$ cat src/rtl/cpu_mem_pkg.sv
// Shared types and defaults for the CPU / main-memory interconnect.
// Owner and FSM encodings are used by the arbiter, its picker and neighbouring blocks.
package cpu_mem_pkg;

    localparam int ADDR_W_DEF = 32;
    localparam int DATA_W_DEF = 32;

    typedef enum logic {
        OWN_IF = 1'b0,
        OWN_D  = 1'b1
    } owner_e;

    typedef enum logic {
        ST_IDLE = 1'b0,
        ST_WAIT = 1'b1
    } state_e;

endpackage

$ cat src/rtl/rr_arb2.sv
// Two-way round-robin picker: bit 0 is the fetch port, bit 1 the data port.
// On contention the port that did not win last time is chosen.
module rr_arb2
    import cpu_mem_pkg::*;
(
    input  logic [1:0] req,
    input  owner_e     last,
    output logic [1:0] gnt
);

    always_comb begin
        gnt = 2'b00;
        if (req == 2'b11) begin
            gnt = (last == OWN_D) ? 2'b01 : 2'b10;
        end else begin
            gnt = req;
        end
    end

endmodule

$ cat src/rtl/mem_arbiter.sv
// Shares a single-port synchronous memory between instruction fetch and load/store.
// One transaction in flight; reads return registered data RD_LAT+1 cycles after grant.
module mem_arbiter
    import cpu_mem_pkg::*;
#(
    parameter int ADDR_W = ADDR_W_DEF,
    parameter int DATA_W = DATA_W_DEF,
    parameter int RD_LAT = 1
) (
    input  logic              clk,
    input  logic              rst,
    input  logic              if_req,
    input  logic [ADDR_W-1:0] if_addr,
    output logic              if_gnt,
    output logic              if_rvalid,
    output logic [DATA_W-1:0] if_rdata,
    input  logic              d_req,
    input  logic              d_we,
    input  logic [ADDR_W-1:0] d_addr,
    input  logic [DATA_W-1:0] d_wdata,
    output logic              d_gnt,
    output logic              d_rvalid,
    output logic [DATA_W-1:0] d_rdata,
    output logic              mem_en,
    output logic              mem_we,
    output logic [ADDR_W-1:0] mem_addr,
    output logic [DATA_W-1:0] mem_wdata,
    input  logic [DATA_W-1:0] mem_rdata,
    output logic              busy
);

    if (RD_LAT < 1) begin : g_rd_lat_check
        $error("mem_arbiter: RD_LAT must be at least 1");
    end

    localparam int CNT_W = $clog2(RD_LAT + 1);
    localparam logic [CNT_W-1:0] CNT_INIT = CNT_W'(RD_LAT - 1);

    state_e            state_q, state_d;
    owner_e            last_q, last_d;
    logic [CNT_W-1:0]  cnt_q, cnt_d;
    logic [ADDR_W-1:0] addr_q;
    logic [DATA_W-1:0] wdata_q;
    logic [DATA_W-1:0] if_rdata_q, d_rdata_q;
    logic              if_rvalid_q, d_rvalid_q;
    logic              capture;
    logic [1:0]        arb_gnt;

    rr_arb2 u_rr_arb2 (
        .req  ({d_req, if_req}),
        .last (last_q),
        .gnt  (arb_gnt)
    );

    // req/gnt handshake: a requester holds req and its command stable until gnt.
    // gnt=1 means the command is presented to memory in that same cycle; dropping
    // req before gnt withdraws it with no side effect. No grants while a read waits.
    always_comb begin
        state_d   = state_q;
        last_d    = last_q;
        cnt_d     = cnt_q;
        capture   = 1'b0;
        if_gnt    = 1'b0;
        d_gnt     = 1'b0;
        mem_en    = 1'b0;
        mem_we    = 1'b0;
        mem_addr  = addr_q;
        mem_wdata = wdata_q;
        case (state_q)
            ST_IDLE: begin
                if (!rst && arb_gnt != 2'b00) begin
                    mem_en = 1'b1;
                    if (arb_gnt[1]) begin
                        d_gnt     = 1'b1;
                        mem_we    = d_we;
                        mem_addr  = d_addr;
                        mem_wdata = d_wdata;
                        last_d    = OWN_D;
                    end else begin
                        if_gnt    = 1'b1;
                        mem_addr  = if_addr;
                        mem_wdata = '0;
                        last_d    = OWN_IF;
                    end
                    if (!(arb_gnt[1] && d_we)) begin
                        state_d = ST_WAIT;
                        cnt_d   = CNT_INIT;
                    end
                end
            end
            ST_WAIT: begin
                if (cnt_q == '0) begin
                    capture = 1'b1;
                    state_d = ST_IDLE;
                end else begin
                    cnt_d = cnt_q - 1'b1;
                end
            end
            default: state_d = ST_IDLE;
        endcase
    end

    // last_q doubles as the owner of the outstanding read while in WAIT.
    always_ff @(posedge clk or posedge rst) begin
        if (rst) begin
            state_q     <= ST_IDLE;
            last_q      <= OWN_D;
            cnt_q       <= '0;
            addr_q      <= '0;
            wdata_q     <= '0;
            if_rdata_q  <= '0;
            d_rdata_q   <= '0;
            if_rvalid_q <= 1'b0;
            d_rvalid_q  <= 1'b0;
        end else begin
            state_q     <= state_d;
            last_q      <= last_d;
            cnt_q       <= cnt_d;
            if_rvalid_q <= capture && (last_q == OWN_IF);
            d_rvalid_q  <= capture && (last_q == OWN_D);
            if (mem_en) begin
                addr_q  <= mem_addr;
                wdata_q <= mem_wdata;
            end
            if (capture) begin
                if (last_q == OWN_IF) begin
                    if_rdata_q <= mem_rdata;
                end else begin
                    d_rdata_q <= mem_rdata;
                end
            end
        end
    end

    assign if_rvalid = if_rvalid_q;
    assign d_rvalid  = d_rvalid_q;
    assign if_rdata  = if_rdata_q;
    assign d_rdata   = d_rdata_q;
    assign busy      = (state_q == ST_WAIT);

endmodule
$ cat config.mk
export PLATFORM = sky130hd
export DESIGN_NAME = mem_arbiter
export DESIGN_NICKNAME = d
export VERILOG_FILES = /design/src/rtl/cpu_mem_pkg.sv /design/src/rtl/rr_arb2.sv /design/src/rtl/mem_arbiter.sv
export SDC_FILE = /design/constraint.sdc
export NUM_CORES = 1
export LEC_CHECK = 0
export CORE_MARGIN = 3
export CORE_UTILIZATION = 42
export DETAILED_ROUTE_END_ITERATION = 7
export PLACE_DENSITY = 0.89
export SETUP_SLACK_MARGIN = 0.15
export SLEW_MARGIN = 20
export SYNTH_ARGS = -nofsm -noshare
export SYNTH_HDL_FRONTEND = slang
export SYNTH_HIERARCHICAL = 1
export SYNTH_SLANG_ARGS = --single-unit
$ cat constraint.sdc
create_clock -name clk -period 6.35 [get_ports clk]
set_input_delay 1.27 -clock clk [delete_from_list [all_inputs] [get_ports clk]]
set_output_delay 1.27 -clock clk [all_outputs]
set_load 0.01 [all_outputs]
==> flow_summary.toml, run 1 <==
[die]
die_w_um = 125
std_cell_rows = 42
start_util = 0.439
core_mm2 = 0.0136
ioPinCount = 268
die-area_mm2 = 0.0156
fp.dieH_um = 125

[power]
p_int_mw = 2.85
switching_share = 0.271
p_switching_mw = 1.06
p_leak_nw = 3.91
seq_power_share = 0.345
ir_drop_mv = 0.180
clockPowerShare = 0.273
power.density_mw_per_mm2 = 417
p_comb_frac = 0.382

[timing]
period_share = 0.800
max_slew_margin = 0.310
fin_skew_ps = 8.01
worst_slack_ps = 1270
tns_ps = 0
hold_violations = 0
setup_violations = 0
fmax_ghz = 0.197
slew_viol_final = 0
holdWs_ps = 481
fin_crit_ps = 5080
tightestPinTransition_ps = 1030
rsz0062_at_grt = "no"

[worst_hold_path]
hold_path.class = "reg2reg"

[synth]
synth_top_family_by_area = "multiplexers"
synth.area.top_cells = "dfrtp_1, mux2_2, a22o_1, mux2_1, buf_2"
yosysTopAreaCell = "dfrtp_1"
synthDominantCellAreaShare = 0.551
yosysUniqueCellTypes = 20
ys_seq_elements = 132
synth_fa_ha_area_frac = 0
syn_area_per_cell_um2 = 14.7
synth_edf_count = 0
synthSimpleGateAreaFrac = 0.00505
synth_seq_area_share = 0.555
muxShareOfSynthArea = 0.303
synth_ff_type = "dfrtp_1"
synth_nets = 537
synth_compound_area_frac = 0.102
synth_cells = 404
synthArstFlopShare = 1.00
synthesis.area_mm2 = 0.00595
yosysWarnings = 6
synth_xor_area_frac = 0

[global_route]
antenna_found_initial = 0
track_usage = 0.199
grt_pass1_wl_mm = 25.0
globalRouteOverflowTotal = 0
grt_start_max_net_pins = 78
grt_pass1_vias = 4781

[detailed_routing]
vias_per_cell = 5.21
detail_route.wirelength_mm = 15.4
antenna_left = 0
via_count = 4450
drc_errors = 0
drt_iter0_drc = 166
drt_pass1_iterations = 4
routedWlPerCell_um = 18.0

[clock_tree]
clk_latency_ps = 410
cts_htree_levels = 4
cts-resized-gates = 0
cts.path.max_buffers = 2
cts_made_buffers = 17
ctsHoldBuffers = 0
root_buffer = "clkbuf_16"
clk_pin_slew_worst_paths_ps = 50
post_cts_buffers = 0
cts.sinks = 132
cts_tree = "done"

[placement]
place_area_mm2 = 0.00873
portBuffers = 267
place_hpwl_mm = 11.3
routabilityCongestion = 0.797
pre_cts_ws_ps = 1270

[worst_setup_path]
required_ps = 5080
worstPathMaxFanout = 61
r2r_slack_ps = 4220
crit_type = "in2out"
cp_data_arrival_time_ps = 3810
crit_path_start_kind = "input port"
end_kind = "primary output"

[run_status]
status = "finished clean"

[cells_and_area]
fill_cells = 928
final_cell_mix = "clkdlybuf4s50_1, dfrtp_1, mux2_2"
multi_input_area_mm2 = 0.00245
n_antenna_cell = 0
layout_commonest_cell = "clkdlybuf4s50_1"
register_area_mm2 = 0.00330
nNetsFinal = 798
area_growth_pct = 57.7
drive_above_1_share = 0.224
fin_area_mm2 = 0.00939

[job]
cap_violations = 0
-- power by group through the flow --
stage | sequential, mW | combinational (mW) | clock [mW]
4_1_cts | 1.35 | 1.52 | 1.09
3_5_place_dp | 1.36 | 1.51 | 0
6_report | 1.35 | 1.49 | 1.07
3_3_place_gp | 1.33 | 1.47 | 0
2_1_floorplan | 1.42 | 0.574 | 0
5_1_grt | 1.39 | 1.58 | 1.13
-- metal layers --
| metal | share of wire | vias to the layer above | global-route usage |
|---|---|---|---|
| met5 | 0 | - | 0 |
| met4 | 0.030 | 0 | 0.0874 |
| met3 | 0.066 | 34 | 0.0571 |
| met2 | 0.51 | 184 | 0.342 |
| met1 | 0.40 | 2194 | 0.233 |
| li1 | - | 2038 | - |
-- area by class of cell --
cell class,instances,area share
Sequential cell,132,0.352
Timing Repair Buffer,274,0.292
Clock buffer,24,0.0513
Clock inverter,8,0.0183
Multi-Input combinational cell,235,0.261
Tap cell,176,0.0235
Inverter,5,0.00227
-- path summary, 6_finish.rpt --
path                                 start           end  cells past startpoint
min in group asynchronous              rst          busy                      2
worst max register to register        busy   wdata_q[25]                      4
worst min-delay path            addr_q[12]    addr_q[12]                      1
worst max-delay path                   rst  mem_wdata[4]                      5
max in group asynchronous              rst    addr_q[29]                      3
worst min register to register  addr_q[12]    addr_q[12]                      1
-- kinds of logic after synthesis --
kind of cell,Yosys count
mux,160
flops,132
compound gates,69
buf+inv,37
simple gates,6
-- state kept, by name, summed over array words and instances, names as in the netlist --
name,count
if_rdata,32
addr_q,32
d_rvalid,1
if_rvalid,1
busy,1
d_rdata,32
wdata_q,32
last_q,1
-- critical path, cell delays in order --
cell	delay, ps
clkdlybuf4s50_1	460
nor2_1	340
and2_2	910
a22o_1	280
clkdlybuf4s50_1	550
-- cell usage after synthesis (2+ instances only) --
cell type / number
mux2_2: 111
inv_1: 4
buf_2: 20
clkbuf_1: 6
dfrtp_1: 131
a22o_1: 64
mux2_1: 49
buf_6: 6
nor2_1: 2
-- stage by stage --
step / util / total power, mW / instances
floorplan: - / 1.99 / 404
detailed placement: 0.644 / 2.87 / 822
finish: 0.692 / 3.91 / 854
global placement: 0.644 / 2.81 / 822
global route: 0.692 / 4.11 / 854
CTS: 0.692 / 3.96 / 854
Note: power is estimated with default switching activity, not from simulation.
==> inputs of run 2 (changes only) <==
- clock period: 6.35 -> 5.19 ns (I/O delays scaled with it)
==> run 2 against run 1 <==
Wire length increased by 1.0%. Core utilization increased by 0.39 points. First-iteration DRC count increased by 5.4%. Clock skew decreased by 0.78 ps. Non-clock buffer count increased by 2. Critical path depth increased by 2. Cell count increased by 0.23%. Global-route usage decreased by 0.14 points. Register-to-register slack got worse by 1100 ps. Die area unchanged. Sequential share of layout area decreased by 0.20 points. Setup slack got worse by 580 ps.
==> flow_summary.toml, run 2 (synthesized netlist as in run 1, its figures left out) <==
[worst_setup_path]
worstRegToRegCells = 6
r2r_slack_ps = 3100
crit_type = "in2out"
max_stage_delay_ps = 490
required_ps = 4150
path_buf_inv = 4
r2r_start = "last_q"
worstPathMaxFanout = 19
path_delay_family = "buffers and inverters"
crit_start = "rst"
worst_path_max_delay_cell = "clkdlybuf4s50_1"
crit_path_start_kind = "input port"
path_cells = "clkdlybuf4s50_1 > nor2_1 > o21ai_4 > inv_2 > buf_4 > mux2_1 > clkdlybuf4s50_1"
cp_data_arrival_time_ps = 3460
r2r-end = "addr_q[6]"
end_kind = "primary output"
crit_path_frequent_cell = "clkdlybuf4s50_1"

[global_route]
grt_pass1_wl_mm = 24.9
antenna_found_initial = 0
track_usage = 0.198
globalRouteOverflowTotal = 0
grt_start_max_net_pins = 68
grt_pass1_vias = 4776

[cells_and_area]
nNetsFinal = 800
layout_commonest_cell = "clkdlybuf4s50_1"
instances_no_fill = 856
fin_area_mm2 = 0.00944
final_cell_mix = "clkdlybuf4s50_1, dfrtp_1, mux2_2"
fill_cells = 946
area_growth_pct = 58.6
utilization = 0.696
multi_input_area_mm2 = 0.00245
register_area_mm2 = 0.00330
n_antenna_cell = 0
drive_above_1_share = 0.231

[power]
ir_drop_mv = 0.204
finalPower_mw = 4.85
p_leak_nw = 3.94
power.density_mw_per_mm2 = 514

[detailed_routing]
routedWlPerCell_um = 18.2
via_count = 4432
drc_errors = 0
drt_iter0_drc = 175
antenna_left = 0
detail_route.wirelength_mm = 15.6
vias_per_cell = 5.18
drt_pass1_iterations = 4

[die]
die-area_mm2 = 0.0156
fp.dieH_um = 125
die_w_um = 125
std_cell_rows = 42
ioPinCount = 268
core_mm2 = 0.0136
start_util = 0.439

[clock_tree]
cts.path.max_buffers = 2
cts_made_buffers = 17
cts_tree = "done"
post_cts_buffers = 0
ctsHoldBuffers = 0
root_buffer = "clkbuf_16"
cts_htree_levels = 4
cts-resized-gates = 0
clk_pin_slew_worst_paths_ps = 60
clk_latency_ps = 400
cts.sinks = 132

[timing]
setup_violations = 0
fin_skew_ps = 7.23
max_slew_margin = 0.494
fin_crit_ps = 4500
slew_viol_final = 0
fmax_ghz = 0.222
tightestPinTransition_ps = 759
rsz0062_at_grt = "no"
hold_violations = 0
tns_ps = 0
period_share = 0.866

[worst_hold_path]
whs_path_depth = 1
min_from = "addr_q[13]"
hold_end = "addr_q[13]"
hold_path.class = "reg2reg"

[job]
cap_violations = 0

[placement]
dp_cells = 824
portBuffers = 267
place_area_mm2 = 0.00876
routabilityCongestion = 0.783
place_hpwl_mm = 11.4

[run_status]
status = "finished clean"
## run 2: cell count changes in the layout (fill, tap and decap cells not counted), sizes merged
cell / change
clkbuf: -6
clkinvlp: -1
clkinv: +3
buf: +2
bufinv: +1
inv: +3
## run 2: layer usage
layer / global-route usage / wire [um] / vias up
met5: 0 / 0 / -
met3: 0.0490 / 973 / 29
met2: 0.343 / 7990 / 182
met1: 0.241 / 6220 / 2186
met4: 0.0702 / 368 / 0
li1: - / - / 2035
## run 2: worst max path at each step
stage                          to  cells after the start
floorplan               addr_q[0]                      1
global placement    mem_wdata[10]                      7
detailed placement    mem_addr[6]                      7
CTS                   mem_addr[6]                      7
global route         mem_addr[10]                      7
finish               mem_addr[29]                      7
## run 2: layout make-up
class,count,share of cell area
inverters,5,0.00225
well taps,176,0.0233
clock inverters,14,0.0264
repair buffers,276,0.293
flip-flops and latches,132,0.350
clock buffers,18,0.0455
multi-input cells,235,0.259
## run 2: stage by stage
| step | setup WS, ps | hold WS, ps |
|---|---|---|
| floorplan | 628 | 450 |
| global placement | 761 | 459 |
| detailed placement | 691 | 468 |
| CTS | 683 | 485 |
| global route | 558 | 508 |
| finish | 693 | 483 |
## run 2: worst reg2reg max path, delay by kind of cell, from the launching register on
kind            cells  cell delay [ps]
buf+inv             3              680
flops               1              610
mux                 1              370
compound gates      2              320
## run 2: report_power, final
part | internal, mW | total (mW) | switching [mW] | leakage [nW]
Sequential | 1.43 | 1.65 | 0.220 | 1.58
Combinational | 1.17 | 1.84 | 0.665 | 2.03
Clock | 0.910 | 1.37 | 0.457 | 0.331
Total | 3.51 | 4.85 | 1.34 | 3.94
==> inputs of run 3 (changes only) <==
- GPL_TIMING_DRIVEN: unset -> 1
- SLEW_MARGIN: 20 -> unset
==> results of run 3 <==
Final layout, timing and power as in run 2 (identical DEF).
